File: config.mk
export PLATFORM = sky130hd
export DESIGN_NAME = alu_ctrl
export DESIGN_NICKNAME = d
export VERILOG_FILES = /design/src/rtl/alu_ctrl.sv
export SDC_FILE = /design/constraint.sdc
export NUM_CORES = 1
export LEC_CHECK = 0
export ABC_AREA = 1
export BUFFER_PORTS_ARGS = -buffer_cell sky130_fd_sc_hd__buf_4
export CAP_MARGIN = 15
export CORE_ASPECT_RATIO = 1.25
export CORE_UTILIZATION = 65
export CTS_BUF_LIST = sky130_fd_sc_hd__clkbuf_8
export CTS_CLUSTER_DIAMETER = 40
export DETAILED_ROUTE_END_ITERATION = 7
export GPL_TIMING_DRIVEN = 0
export PLACE_DENSITY_LB_ADDON = 0.12
export SLEW_MARGIN = 15
export SYNTH_ARGS = -nofsm -noshare
export SYNTH_HDL_FRONTEND = slang
export SYNTH_SLANG_ARGS = --single-unit
File: constraint.sdc
create_clock -name clk -period 2.86 [get_ports clk]
set_clock_uncertainty 0.1 [all_clocks]
set_input_delay 0.715 -clock clk [delete_from_list [all_inputs] [get_ports clk]]
set_output_delay 0.715 -clock clk [all_outputs]
set_load 0.05 [all_outputs]
File: src/rtl/alu_ctrl.sv
// Operand/command controller feeding a combinational ALU: debounces the enter/sign
// buttons, captures operands A and B from the switches and sequences the function code.
module alu_ctrl #(
    parameter int DEB_CYCLES = 1000000
) (
    input  logic       clk,
    input  logic       reset_n,
    input  logic [7:0] din,
    input  logic       enter,
    input  logic       sign,
    output logic [7:0] A,
    output logic [7:0] B,
    output logic [3:0] FN,
    output logic       signed_mode,
    output logic       update
);

    localparam int               CNT_W    = $clog2(DEB_CYCLES + 1);
    localparam logic [CNT_W-1:0] CNT_LAST = CNT_W'(DEB_CYCLES - 1);
    localparam logic [CNT_W-1:0] CNT_ONE  = CNT_W'(1);

    typedef enum logic [2:0] {
        ST_IN_A,
        ST_IN_B,
        ST_ADD,
        ST_SUB,
        ST_MOD
    } state_t;

    logic [1:0] btn_raw;
    logic [1:0] btn_pulse;
    logic       enter_pulse;
    logic       sign_pulse;

    assign btn_raw     = {sign, enter};
    assign enter_pulse = btn_pulse[0];
    assign sign_pulse  = btn_pulse[1];

    generate
        for (genvar gi = 0; gi < 2; gi++) begin : g_btn
            logic             sync1_q;
            logic             sync2_q;
            logic             level_q;
            logic             level_prev_q;
            logic             pulse_q;
            logic [CNT_W-1:0] cnt_q;

            // The counter only runs while the synchronized input disagrees with the
            // accepted level, so any bounce back to the accepted level restarts it.
            always_ff @(posedge clk or negedge reset_n) begin
                if (!reset_n) begin
                    sync1_q      <= 1'b0;
                    sync2_q      <= 1'b0;
                    level_q      <= 1'b0;
                    level_prev_q <= 1'b0;
                    pulse_q      <= 1'b0;
                    cnt_q        <= '0;
                end else begin
                    sync1_q <= btn_raw[gi];
                    sync2_q <= sync1_q;
                    if (sync2_q == level_q) begin
                        cnt_q <= '0;
                    end else if (cnt_q == CNT_LAST) begin
                        cnt_q   <= '0;
                        level_q <= ~level_q;
                    end else begin
                        cnt_q <= cnt_q + CNT_ONE;
                    end
                    level_prev_q <= level_q;
                    pulse_q      <= level_q & ~level_prev_q;
                end
            end

            assign btn_pulse[gi] = pulse_q;
        end
    endgenerate

    state_t     state_q, state_d;
    logic [7:0] a_q, a_d;
    logic [7:0] b_q, b_d;
    logic       s_q, s_d;
    logic [3:0] fn_q, fn_d;
    logic       upd_q, upd_d;

    always_ff @(posedge clk or negedge reset_n) begin
        if (!reset_n) begin
            state_q <= ST_IN_A;
            a_q     <= 8'h00;
            b_q     <= 8'h00;
            s_q     <= 1'b0;
            fn_q    <= 4'b0000;
            upd_q   <= 1'b0;
        end else begin
            state_q <= state_d;
            a_q     <= a_d;
            b_q     <= b_d;
            s_q     <= s_d;
            fn_q    <= fn_d;
            upd_q   <= upd_d;
        end
    end

    always_comb begin
        state_d = state_q;
        a_d     = a_q;
        b_d     = b_q;
        s_d     = s_q;
        upd_d   = 1'b0;
        fn_d    = 4'b0000;

        // Sign is judged against the current state, so a simultaneous enter in IN_B
        // still ignores sign even though the next state is an arithmetic one.
        if (sign_pulse && (state_q inside {ST_ADD, ST_SUB, ST_MOD})) begin
            s_d   = ~s_q;
            upd_d = 1'b1;
        end

        if (enter_pulse) begin
            upd_d = 1'b1;
            case (state_q)
                ST_IN_A: begin
                    a_d     = din;
                    state_d = ST_IN_B;
                end
                ST_IN_B: begin
                    b_d     = din;
                    state_d = ST_ADD;
                end
                ST_ADD:  state_d = ST_SUB;
                ST_SUB:  state_d = ST_MOD;
                ST_MOD:  state_d = ST_ADD;
                default: state_d = ST_IN_A;
            endcase
        end

        case (state_d)
            ST_IN_A: fn_d = 4'b0000;
            ST_IN_B: fn_d = 4'b0001;
            ST_ADD:  fn_d = {s_d, 3'b010};
            ST_SUB:  fn_d = {s_d, 3'b011};
            ST_MOD:  fn_d = {s_d, 3'b100};
            default: fn_d = 4'b0000;
        endcase
    end

    assign A           = a_q;
    assign B           = b_q;
    assign FN          = fn_q;
    assign signed_mode = s_q;
    assign update      = upd_q;

endmodule

# After elaboration in Yosys (flattened, before gate mapping)

Cells that the tools add are included.

Add/sub/neg operators: 2
Multiply operators: 0
Div/mod/pow operators: 0
Order comparisons: 0
Eq/ne operators: 12
Shift operators: 0
Mux-type cells: 10
Bitwise gates (word level): 9
Reductions and logical operators: 8

Operators by type and width:

| kind                    | number |
|---|---|
| $mux W20                | 4 |
| $add A20 B1 Y20 const B | 2 |
| $eq A20 B20 Y1 const B  | 2 |
| $pmux W4 S4             | 1 |
| $eq A3 B2 Y1 const B    | 4 |
| $pmux W3 S4             | 1 |
| $reduce_and A2 Y1       | 4 |
| $not A1 Y1              | 7 |
| $eq A3 B1 Y1 const B    | 2 |
| $eq A3 B3 Y1 const B    | 2 |
| $logic_not A3 Y1        | 1 |
| $mux W1                 | 3 |
| $mux W3                 | 1 |
| $reduce_bool A3 Y1      | 1 |
| $and A1 B1 Y1           | 2 |
| $eq A1 B1 Y1            | 2 |
| $reduce_or A2 Y1        | 1 |
| $logic_and A1 B1 Y1     | 1 |

Bits in registers: 75
Bits in latches: 0
RAM bits: 0
ROM bits: 0
Output and inout bits: 22
Logic and storage cells: 59
Memories kept: 0

# Logic depth before layout (Yosys ltp)

Depth after elaboration: 6
Mapped depth: 9
Gate-level depth less buffers: 9

# Worst setup path before layout

Ideal clock, no wire load.

Path kind: register to register
Start: reg g_btn[0].cnt_q[0]
End: reg g_btn[0].cnt_q[17]
Setup time: 0.118 ns
Arrival: 1.256 ns
Data required time: 2.642 ns
Path slack: 1.386 ns
Cell stages (with the launch flop): 9
Path buffers: 0
Period minus slack after synthesis: 1.474 ns
Cell sequence: dfrtp_1 -> ha_1 -> inv_1 -> nor3_4 -> nand3_2 -> nand2_4 -> inv_4 -> nand2_2 -> nor2_2

Word-level cells in the longest chain between the ends: 3
Elaborated cells between the ends (all ways): 4

Ends and longest elaborated chain:

| item                                                     | line   | text |
|---|---|---|
| start: declaration                                       | 46     | `logic [CNT_W-1:0] cnt_q;` |
| start signal: assignment                                 | 67     | `cnt_q <= cnt_q + CNT_ONE;` |
| $add A20 B1 Y20 / $eq A20 B20 Y1 (equally long branches) | 67, 63 |  |
| $mux W20 (*)                                             | 63     | `end else if (cnt_q == CNT_LAST) begin` |
| $mux W20 (*)                                             | 61     | `if (sync2_q == level_q) begin` |

Mark *: on every way between the ends. The rest lies on a longest branch, timed or not.
A chain may end at the register's enable or synchronous reset.

# Worst setup path in the final report

Start: reg b_q[5] (netlist: B[5])
End: out B[5]

RTL lines:

| item                     | line | text |
|---|---|---|
| start: declaration       | 80   | `logic [7:0] b_q, b_d;` |
| start signal: assignment | 89   | `b_q <= 8'h00;` |
| start signal: assignment | 96   | `b_q <= b_d;` |
| end: declaration         | 12   | `output logic [7:0] B,` |

No word-level cell between the ends.

==> results.ini <==
[route]
detail_route.vias_per_cell = 5.120
antenna_left = 0
routed_wl_um = 6902
met1_length_um = 2967
drt_iter0_markers = 180
drtPass1Iterations = 4
num_vias = 2806
drcViolationCount = 0
met2_length_um = 3505
wl_met3_um = 262
top_layer_used = met4
wl_per_cell_um = 12.59

[global_routing]
grt_pass1_wl_um = 11360
grt_usage = 0.2647
grt_max_degree = 76
grt_pass1_vias = 2639
antenna_found_initial = 0
overflow = 0

[synth]
syn-num-nets = 449
yosys.cell_types.count = 27
postSynthAreaPerCell_um2 = 8.370
ys_warn_count = 0
netlist.area_leader.share = 0.5155
syn_area_um2 = 3641
synth_top_cell_by_area = dfrtp_1
synth_seq_cells = 75
ys_seq_area_frac = 0.5155
synthCells = 435
synthTopCellsByArea = dfrtp_1, nand2_1, nor2_1

[worst_setup_path]
crit_chain = buf_4
path_delay_family = flip-flops
worstPathArrival_ns = 0.96
required_ns = 2.05
cp_max_fo = 2
crit_type = reg -> out
cpMaxStageDelayCell = dfrtp_1
worstSetupStartpointType = register
crit_buf_inv = 1
end_kind = primary output
slowest_delay_ns = 0.41

[power]
power_frac_clock = 0.459
seqPwrFrac = 0.508
p_leak_nw = 2.086
p_sw_frac = 0.2039
peakVddDrop_mv = 0.3737
p_int_mw = 1.688
p_sw_uw = 432.2
combPwrFrac = 0.032
p_per_area_nw_per_um2 = 503.5

[cells_and_area]
final_util = 0.7789
fill_cells = 362
seq_area_um2 = 1877
fin_nets = 493
multi_input_area_um2 = 1536
drive_gt1_frac = 0.2025
final_cells = 548
syn_to_final_growth_pct = 15.64
antennaDiodeCount = 0

[outcome]
status = completed

[timing]
max_freq_mhz = 562.7
period_minus_slack_ns = 1.777
worst_pin_slew_ns = 0.9030
finalCritPeriodShare = 0.6213
finalSetupTns_ns = 0
slew_headroom = 0.3980
setup_viol = 0
drv_slew = 0
finalHoldViolCount = 0
rsz0062_at_grt = false

[clock_tree]
h-tree-depth = 3
cts_hold_buf = 0
cts.sinks = 75
cts_setup_buffers = 0
cts-buffers-inserted = 9
clockBufferDepth = 2
cts_resized = 0
clk_pin_slew_ns = 0.07
cts-root-buf = clkbuf_8
clock_insertion_delay_worst_skew_ns = 0.35
cts_tree = yes

[min_path]
hp-class = reg -> reg

[die]
ios = 34
core_area_um2 = 5405
die_h_um = 85.68
die_area_um2 = 5906
dieWidth_um = 68.94
rows = 30
initial_core_util = 0.6736

[placement]
dpl.cell_count = 532
place_hpwl_um = 4653
port_buffers = 33
globalplace.congestion = 0.8451

[job]
drv_cap = 0

-- registers in the layout, summed over array words and instances (netlist names), 3 cells and up --
| signal | flops |
|---|---|
| A | 8 |
| B | 8 |
| FN | 4 |
| g_btn.cnt_q | 40 |
| state_q | 3 |
-- layout by cell type, fill, tap and decap left out, types with 4 or more instances in the layout --
cell type | Yosys | routed
a21oi_1 | 4 | 4
buf_4 | 0 | 33
clkbuf_8 | 0 | 10
dfrtp_1 | 75 | 75
inv_1 | 52 | 53
nand2_1 | 99 | 99
nand2_2 | 14 | 14
nand3_1 | 11 | 11
nand3_2 | 4 | 4
nand4_1 | 4 | 4
nor2_1 | 87 | 87
nor2_2 | 12 | 12
nor3_1 | 5 | 5
o21ai_0 | 21 | 21
xnor2_1 | 10 | 10
xor2_1 | 13 | 13
-- cell type report --
cell class | instances | share of cell area
Sequential cell | 75 | 0.4458
Multi-Input combinational cell | 301 | 0.3649
Timing Repair Buffer | 33 | 0.05884
Inverter | 56 | 0.05052
Clock buffer | 10 | 0.03269
Clock inverter | 6 | 0.02467
Tap cell | 64 | 0.01902
Buffer | 3 | 0.003566
-- power groups by stage --
stage	registers, mW	clock network [mW]	logic, mW
5_1_grt	1.08	1.02	0.0796
2_1_floorplan	1.10	0	0.0308
6_report	1.08	0.974	0.0689
3_3_place_gp	1.10	0	0.0685
3_5_place_dp	1.10	0	0.0704
4_1_cts	1.08	0.986	0.0713
-- final timing paths --
path	start	end	slack (ns)	cells after the start
max in group asynchronous	reset_n	g_btn[1].cnt_q[8]	1.68	1
max reg2reg	g_btn[0].cnt_q[0]	g_btn[0].cnt_q[17]	1.15	8
min in group asynchronous	reset_n	FN[2]	0.39	1
min reg2reg	g_btn[0].sync1_q	g_btn[0].sync2_q	0.25	0
min	g_btn[0].sync1_q	g_btn[0].sync2_q	0.25	0
max	B[5]	B[5]	1.08	1
-- cells by family (layout without fill, tap and decap cells) --
logic type | count (synthesis) | in the layout | share of synthesized area
compound gates | 25 | 25 | 0.03436
xor+xnor | 23 | 23 | 0.05533
fa+ha+maj | 2 | 2 | 0.006872
buf+inv | 59 | 108 | 0.06254
flops | 75 | 75 | 0.5155
simple gates | 251 | 251 | 0.3254
-- cell usage after synthesis --
master and number:
nand2_1 99, nor2_1 87, dfrtp_1 75, inv_1 52
o21ai_0 21, nand2_2 14, xor2_1 13, nor2_2 12
nand3_1 11, xnor2_1 10, nor3_1 5, a21oi_1 4
nand3_2 4, nand4_1 4, buf_2 3, inv_2 3
nand2_4 3, nor2_4 3, ha_1 2, nor3_4 2
or2_2 2, inv_4 1, nand3b_1 1, nand4_4 1
nor2_8 1, nor3_2 1, nor3b_1 1
-- stage by stage --
stage	instance area (um2)	setup WS, ns	power (mW)	hold WS, ns
floorplan	3641	1.386	1.128	0.2312
global placement	3969	1.225	1.166	0.2322
detailed placement	3969	1.195	1.168	0.2358
CTS	4210	1.072	2.135	0.2523
global route	4210	1.019	2.181	0.2702
finish	4210	1.083	2.120	0.2484
-- layer usage --
layer  global-route usage  up-vias
met5                    0        -
met4               0.1317        0
met3              0.05984       15
met2               0.4263       54
met1               0.3282     1318
li1                     -     1419
Power figures use the tool's default switching activity.
